--- config.mk ---
export PLATFORM = sky130hd
export DESIGN_NAME = prefetch_ar_arbiter
export DESIGN_NICKNAME = d
export VERILOG_FILES = /design/src/rtl/prefetch_ar_arbiter.sv
export SDC_FILE = /design/constraint.sdc
export NUM_CORES = 1
export LEC_CHECK = 0
export ABC_CLOCK_PERIOD_IN_PS = 3900
export CAP_MARGIN = 10
export CORE_AREA = 2 2 224 226
export DETAILED_ROUTE_END_ITERATION = 10
export DIE_AREA = 0 0 226 228
export HOLD_SLACK_MARGIN = 0.05
export PLACE_DENSITY_LB_ADDON = 0.3
export SETUP_SLACK_MARGIN = 0.2
export SLEW_MARGIN = 10
export SYNTH_ARGS = -nofsm -noshare
export SYNTH_HDL_FRONTEND = slang
export SYNTH_SLANG_ARGS = --single-unit
export TNS_END_PERCENT = 5
--- constraint.sdc ---
create_clock -name clk -period 3.9 [get_ports clk]
set_clock_uncertainty 0.05 [all_clocks]
set_input_delay 0.585 -clock clk [delete_from_list [all_inputs] [get_ports clk]]
set_output_delay 0.585 -clock clk [all_outputs]
set_load 0.02 [all_outputs]
--- src/rtl/prefetch_ar_arbiter.sv ---
// Round-robin arbiter sharing one DDR AXI read channel between NUM_PORTS prefetchers.
// AR requests are tagged with the port index in the upper ID bits; R beats route back by that tag.
module prefetch_ar_arbiter #(
  parameter int NUM_PORTS       = 4,
  parameter int ADDR_BITS       = 64,
  parameter int BURST_LEN_WIDTH = 8,
  parameter int TID_WIDTH       = 8,
  parameter int DATA_WIDTH      = 64,
  parameter int OUTST_WIDTH     = 4,
  localparam int PORT_BITS      = $clog2(NUM_PORTS)
) (
  input  logic                                 clk,
  input  logic                                 reset,
  input  logic                                 en,
  input  logic [NUM_PORTS-1:0]                 s_ar_valid,
  output logic [NUM_PORTS-1:0]                 s_ar_ready,
  input  logic [NUM_PORTS*ADDR_BITS-1:0]       s_ar_addr,
  input  logic [NUM_PORTS*BURST_LEN_WIDTH-1:0] s_ar_len,
  input  logic [NUM_PORTS*TID_WIDTH-1:0]       s_ar_id,
  output logic [NUM_PORTS-1:0]                 s_r_valid,
  input  logic [NUM_PORTS-1:0]                 s_r_ready,
  output logic [TID_WIDTH-1:0]                 s_r_id,
  output logic [DATA_WIDTH-1:0]                s_r_data,
  output logic                                 s_r_last,
  output logic                                 m_ar_valid,
  input  logic                                 m_ar_ready,
  output logic [ADDR_BITS-1:0]                 m_ar_addr,
  output logic [BURST_LEN_WIDTH-1:0]           m_ar_len,
  output logic [PORT_BITS+TID_WIDTH-1:0]       m_ar_id,
  input  logic                                 m_r_valid,
  output logic                                 m_r_ready,
  input  logic [PORT_BITS+TID_WIDTH-1:0]       m_r_id,
  input  logic [DATA_WIDTH-1:0]                m_r_data,
  input  logic                                 m_r_last,
  output logic [NUM_PORTS-1:0]                 port_busy,
  output logic                                 err_bad_id
);

  localparam int IDW = PORT_BITS + TID_WIDTH;
  localparam logic [OUTST_WIDTH-1:0] LIMIT     = '1;
  localparam logic [PORT_BITS:0]     NPORTS_W  = (PORT_BITS+1)'(NUM_PORTS);
  localparam logic [PORT_BITS-1:0]   LAST_PORT = PORT_BITS'(NUM_PORTS - 1);

  typedef enum logic {ST_ARB_IDLE, ST_ARB_ISSUE} state_t;

  state_t                                 state_q, state_d;
  logic [PORT_BITS-1:0]                   rr_q, rr_d;
  logic [ADDR_BITS-1:0]                   addr_q, addr_d;
  logic [BURST_LEN_WIDTH-1:0]             len_q, len_d;
  logic [IDW-1:0]                         id_q, id_d;
  logic [NUM_PORTS-1:0][OUTST_WIDTH-1:0]  cnt_q;
  logic [NUM_PORTS-1:0]                   busy_q;
  logic                                   err_q;

  logic [NUM_PORTS-1:0] elig, inc, dec;
  logic                 gnt_found;
  logic [PORT_BITS-1:0] gnt_idx, cand, iss_port, r_port;
  logic                 r_bad;

  assign iss_port = id_q[IDW-1 -: PORT_BITS];

  // Eligibility and round-robin search starting at rr_q
  always_comb begin
    gnt_found = 1'b0;
    gnt_idx   = '0;
    cand      = '0;
    for (int i = 0; i < NUM_PORTS; i++) begin
      elig[i] = s_ar_valid[i] && (cnt_q[i] != LIMIT);
    end
    for (int k = 0; k < NUM_PORTS; k++) begin
      cand = PORT_BITS'((int'(rr_q) + k) % NUM_PORTS);
      if (!gnt_found && elig[cand]) begin
        gnt_found = 1'b1;
        gnt_idx   = cand;
      end
    end
  end

  always_comb begin
    state_d    = state_q;
    rr_d       = rr_q;
    addr_d     = addr_q;
    len_d      = len_q;
    id_d       = id_q;
    s_ar_ready = '0;
    m_ar_valid = 1'b0;
    inc        = '0;
    case (state_q)
      ST_ARB_IDLE: begin
        if (en && gnt_found && !reset) begin
          s_ar_ready[gnt_idx] = 1'b1;
          addr_d  = s_ar_addr[gnt_idx*ADDR_BITS +: ADDR_BITS];
          len_d   = s_ar_len[gnt_idx*BURST_LEN_WIDTH +: BURST_LEN_WIDTH];
          id_d    = {gnt_idx, s_ar_id[gnt_idx*TID_WIDTH +: TID_WIDTH]};
          state_d = ST_ARB_ISSUE;
        end
      end
      ST_ARB_ISSUE: begin
        m_ar_valid = 1'b1;
        if (m_ar_ready) begin
          inc[iss_port] = 1'b1;
          rr_d    = (iss_port == LAST_PORT) ? '0 : iss_port + PORT_BITS'(1);
          state_d = ST_ARB_IDLE;
        end
      end
      default: state_d = ST_ARB_IDLE;
    endcase
  end

  // R routing: beats with an out-of-range port tag are drained and dropped
  always_comb begin
    r_port    = m_r_id[IDW-1 -: PORT_BITS];
    r_bad     = {1'b0, r_port} >= NPORTS_W;
    s_r_valid = '0;
    m_r_ready = 1'b1;
    dec       = '0;
    if (!r_bad) begin
      s_r_valid[r_port] = m_r_valid;
      m_r_ready         = s_r_ready[r_port];
      dec[r_port]       = m_r_valid && s_r_ready[r_port] && m_r_last;
    end
  end

  always_ff @(posedge clk) begin
    if (reset) begin
      state_q <= ST_ARB_IDLE;
      rr_q    <= '0;
      addr_q  <= '0;
      len_q   <= '0;
      id_q    <= '0;
      cnt_q   <= '0;
      busy_q  <= '0;
      err_q   <= 1'b0;
    end else begin
      state_q <= state_d;
      rr_q    <= rr_d;
      addr_q  <= addr_d;
      len_q   <= len_d;
      id_q    <= id_d;
      for (int i = 0; i < NUM_PORTS; i++) begin
        busy_q[i] <= (cnt_q[i] != '0);
        case ({inc[i], dec[i]})
          2'b10:   if (cnt_q[i] != LIMIT) cnt_q[i] <= cnt_q[i] + OUTST_WIDTH'(1);
          2'b01:   if (cnt_q[i] != '0)    cnt_q[i] <= cnt_q[i] - OUTST_WIDTH'(1);
          default: ;
        endcase
      end
      if (m_r_valid && r_bad) err_q <= 1'b1;
    end
  end

  assign m_ar_addr  = addr_q;
  assign m_ar_len   = len_q;
  assign m_ar_id    = id_q;
  assign s_r_id     = m_r_id[TID_WIDTH-1:0];
  assign s_r_data   = m_r_data;
  assign s_r_last   = m_r_last;
  assign port_busy  = busy_q;
  assign err_bad_id = err_q;

endmodule

==> results summary <==
Data on the critical path arrives at its endpoint at 2870 ps. Among cell families on the critical path, the largest total delay comes from buffers and inverters. The share of the core filled with cells in the final layout is about a quarter. The library cell used most frequently in the layout, excluding fill and tap cells, is sky130_fd_sc_hd__clkdlybuf4s50_1. The number of H-tree branching levels came out at 3. The reported max-cap violation count came out at 0. Counting cells, the worst reg-to-reg path comes to 7. Along the worst path, the maximum fanout reaches 5. The leftover overflow at the end of global routing came out at 0.

The number of antenna violations at the first check in global routing came out at 0. Once detail routing completed, the nets flagged for antenna violations numbered 0. The post-CTS clock slew at the launch and capture registers of the worst setup and hold paths came out at 70 ps. The worst IR drop on VDD came out at 0.147 mV. The reg-to-reg critical path endpoint is m_ar_addr[6]. The post-synthesis sequential area ratio is 30.0%.

The count of routing violations after the opening detailed-route iteration came out at 246. The final worst hold slack came out at 414 ps. The critical path's most frequent cell is sky130_fd_sc_hd__clkdlybuf4s50_1. The average detailed-routed wire length per instance is 18.1 um. Hold repair after CTS inserted 0 buffers. The number of filler instances in the final layout came out at between 5k and 6k.

The startpoint identified for the worst register-to-register timing path is cnt_q[13]. The final non-filler cell total is just under 2k. The flow ran to the end, and the final reports show no timing, DRC or antenna violations.

The vias after detailed routing came out at slightly below 8k. The via count of the first global-routing pass is between 7k and 8k. The final HPWL from detailed placement came out at 27900 um. The largest net degree at the start of global routing is 160. The mean number of vias per cell is 4.01. The achievable frequency came out at 0.286 GHz. During I/O placement, the number of pins put on the boundary was 578. For hold timing, the worst endpoint is m_ar_addr[34]. Global routing used between 10% and 20% of the available tracks across all layers. The cell with the largest stage delay on the worst path is sky130_fd_sc_hd__clkdlybuf4s50_1. Measured along the x axis, the die boundary spans about 230 um. The multi-input logic area is 3920 um^2. The final layout net count is 1739. In this run the power density over the cells is 278 nW/um^2. Setup repair after global routing left no endpoint under its margin.

Cells with a size suffix above 1 make up 2.74% of the layout. The cell sitting at the root of the clock tree is a sky130_fd_sc_hd__clkbuf_16. The post-synthesis net count is 1422. The number of rows created at floorplan is between 80 and 90. The placer congestion estimate is 0.833. Across all register-to-register paths, the minimum setup slack is 1080 ps.

The signal on the critical path passes through clkdlybuf4s50_1 -> a22oi_1 -> a2111o_1 -> a21bo_4 -> nor2_1 -> clkdlybuf4s50_1. The final layout contains routed wiring with a total length of roughly 36000 um. The cell area that synthesis handed to floorplanning was about 7000 um^2. The number of clock buffers added by TritonCTS is 9. The final period utilization is 89.8%. The critical path starts at s_ar_valid[3]. The core box area came out at 49300 um^2. The post-cts sizing count is 0. The count of synthesis-stage warnings from yosys is 0.

The transition at the pin with the smallest max-transition slack is 1030 ps. STA puts the critical path data required time at roughly 3300 ps. The overall die height came out at approximately 230 um. Among all flip-flop cells after synthesis, the most frequent one is sky130_fd_sc_hd__dfxtp_1.

The register bit count reported by yosys came out at 105. The cell leakage power came out at 4.97 nW. The final count of pins violating max slew came to 0. The number of hold-slack violations in the final timing report is 0. The clock period could shrink to roughly 3500 ps. The critical path in this run is classified as input port to primary output. In this run, synthesis inferred 0 flip-flops with an integrated enable. The insertion delay of the later-clocked pin in the worst-skew pair came out at 380 ps. The cell depth of the worst hold path is 1.

The number of iterations in the first detailed-routing pass came out at 5. The number of clock sinks seen by CTS came out at ~110. The type of element launching the critical path is an input port. The number of unique standard cell types used by synthesis is 47.

The tightest min-delay check is of the flip-flop to flip-flop type. The first global-routing pass estimated 50500 um of wire. The quantity of I/O buffers inserted on ports came out at roughly 430. The number of remaining DRC errors came out at 0. The sequential cell area in the final layout came out at 2100 um^2. The count of placed standard cells including taps is slightly below 2k. TritonCTS built the clock tree.

After synthesis, the share of flip-flops with an asynchronous set or reset is 0%. The repair_antennas step left the layout with diodes totalling 0. The element type at the critical path end is a primary output. Leaving out fill and tap cells, the most frequent cells in the layout are sky130_fd_sc_hd__clkdlybuf4s50_1, sky130_fd_sc_hd__nand2_1, sky130_fd_sc_hd__a21oi_1, sky130_fd_sc_hd__dfxtp_1, sky130_fd_sc_hd__a211o_1. The area enclosed by the die boundary came out at 51500 um^2. The number of buffers and inverters on the critical path came out at 2. The layout overhead on the synthesized area is 67.6%. Setup violations remaining at the end of the flow were counted as 0.

The maximum buffer depth of the clock tree is 2. A synthesized cell averages roughly 7.1 um^2. Once the clock tree was built, the setup fixing pass inserted 0 buffers. For this run, the slowest stage of the critical path takes 620 ps. The starting density of the core is 14.2%. The origin of the worst min-delay path is m_ar_addr[34]. The number of instances in the synthesized netlist came out at 991. Adding up every negative setup slack in the final design gives 0 ps.

The worst relative slew slack is 31.1%.
==> area by class of cell <==
class | instances | share of cell area (%)
clock buffer | 11 | 1.98
tap | 672 | 7.16
sequential | 105 | 17.9
clock inverter | 4 | 0.458
timing repair buffer | 447 | 38.2
multi-input combinational | 719 | 33.4
inverter | 26 | 0.831
==> per-layer routing <==
metal	global-route usage (%)	share of wire (%)
met2	24.3	51
met5	0	0
met1	13.0	35
met3	5.20	9.7
met4	6.27	4.0
==> worst max-delay path by stage <==
stage,to,slack (ps),cells after the start
2_1_floorplan,cnt_q[7],700,13
3_3_place_gp,cnt_q[7],430,13
3_5_place_dp,s_ar_ready[3],410,6
4_1_cts,s_ar_ready[3],390,6
5_1_grt,s_ar_ready[3],340,6
6_report,s_ar_ready[3],400,6
==> kinds of logic after synthesis <==
family	Yosys count	synth area share, %
flip-flops	105	30.0
other	1	0.0535
multiplexers	6	1.04
adder cells (fa/ha/maj)	23	4.43
AO/OA/AOI/OAI	274	25.1
buffers and inverters	167	14.5
AND/OR/NAND/NOR	398	22.8
XOR/XNOR	17	2.13
==> cell usage after synthesis (3+ instances only) <==
library cell | instances | area (um^2)
sky130_fd_sc_hd__a211o_1 | 79 | 692
sky130_fd_sc_hd__a211oi_1 | 6 | 45.0
sky130_fd_sc_hd__a21o_1 | 3 | 22.5
sky130_fd_sc_hd__a21oi_1 | 167 | 836
sky130_fd_sc_hd__and3_1 | 4 | 25.0
sky130_fd_sc_hd__buf_1 | 4 | 15.0
sky130_fd_sc_hd__buf_2 | 27 | 135
sky130_fd_sc_hd__buf_4 | 75 | 563
sky130_fd_sc_hd__buf_6 | 10 | 113
sky130_fd_sc_hd__clkbuf_1 | 25 | 93.8
sky130_fd_sc_hd__dfxtp_1 | 105 | 2100
sky130_fd_sc_hd__fa_1 | 3 | 60.1
sky130_fd_sc_hd__ha_1 | 20 | 250
sky130_fd_sc_hd__inv_1 | 26 | 97.6
sky130_fd_sc_hd__mux2i_1 | 5 | 50.1
sky130_fd_sc_hd__nand2_1 | 329 | 1230
sky130_fd_sc_hd__nand3_1 | 6 | 30.0
sky130_fd_sc_hd__nand4_1 | 4 | 25.0
sky130_fd_sc_hd__nor2_1 | 33 | 124
sky130_fd_sc_hd__nor3_1 | 3 | 15.0
sky130_fd_sc_hd__nor3b_1 | 3 | 22.5
sky130_fd_sc_hd__nor4_1 | 4 | 25.0
sky130_fd_sc_hd__o21ai_0 | 4 | 20.0
sky130_fd_sc_hd__xnor2_1 | 11 | 96.3
sky130_fd_sc_hd__xor2_1 | 6 | 52.6
==> report_power, final <==
group	switching (mW)	internal (mW)	leakage, nW
sequential	0.0546	1.17	0.861
combinational	0.465	0.590	3.98
clock	0.487	0.499	0.132
total	1.01	2.25	4.97
==> flip-flops by register name, summed over array words and instances, names as in the netlist <==
signal	cells
port_busy	4
m_ar_addr	64
m_ar_id	10
state_q	1
rr_q	2
cnt_q	16
m_ar_len	8
==> per-stage QoR <==
stage,setup slack (ps),total power [mW],cell area (um^2)
5_1_grt,336,3.45,11700
3_5_place_dp,407,2.31,11500
2_1_floorplan,701,1.78,7000
3_3_place_gp,430,2.30,11500
4_1_cts,389,3.36,11700
6_report,399,3.26,11700
No activity file was read; power rests on OpenSTA's default activity.
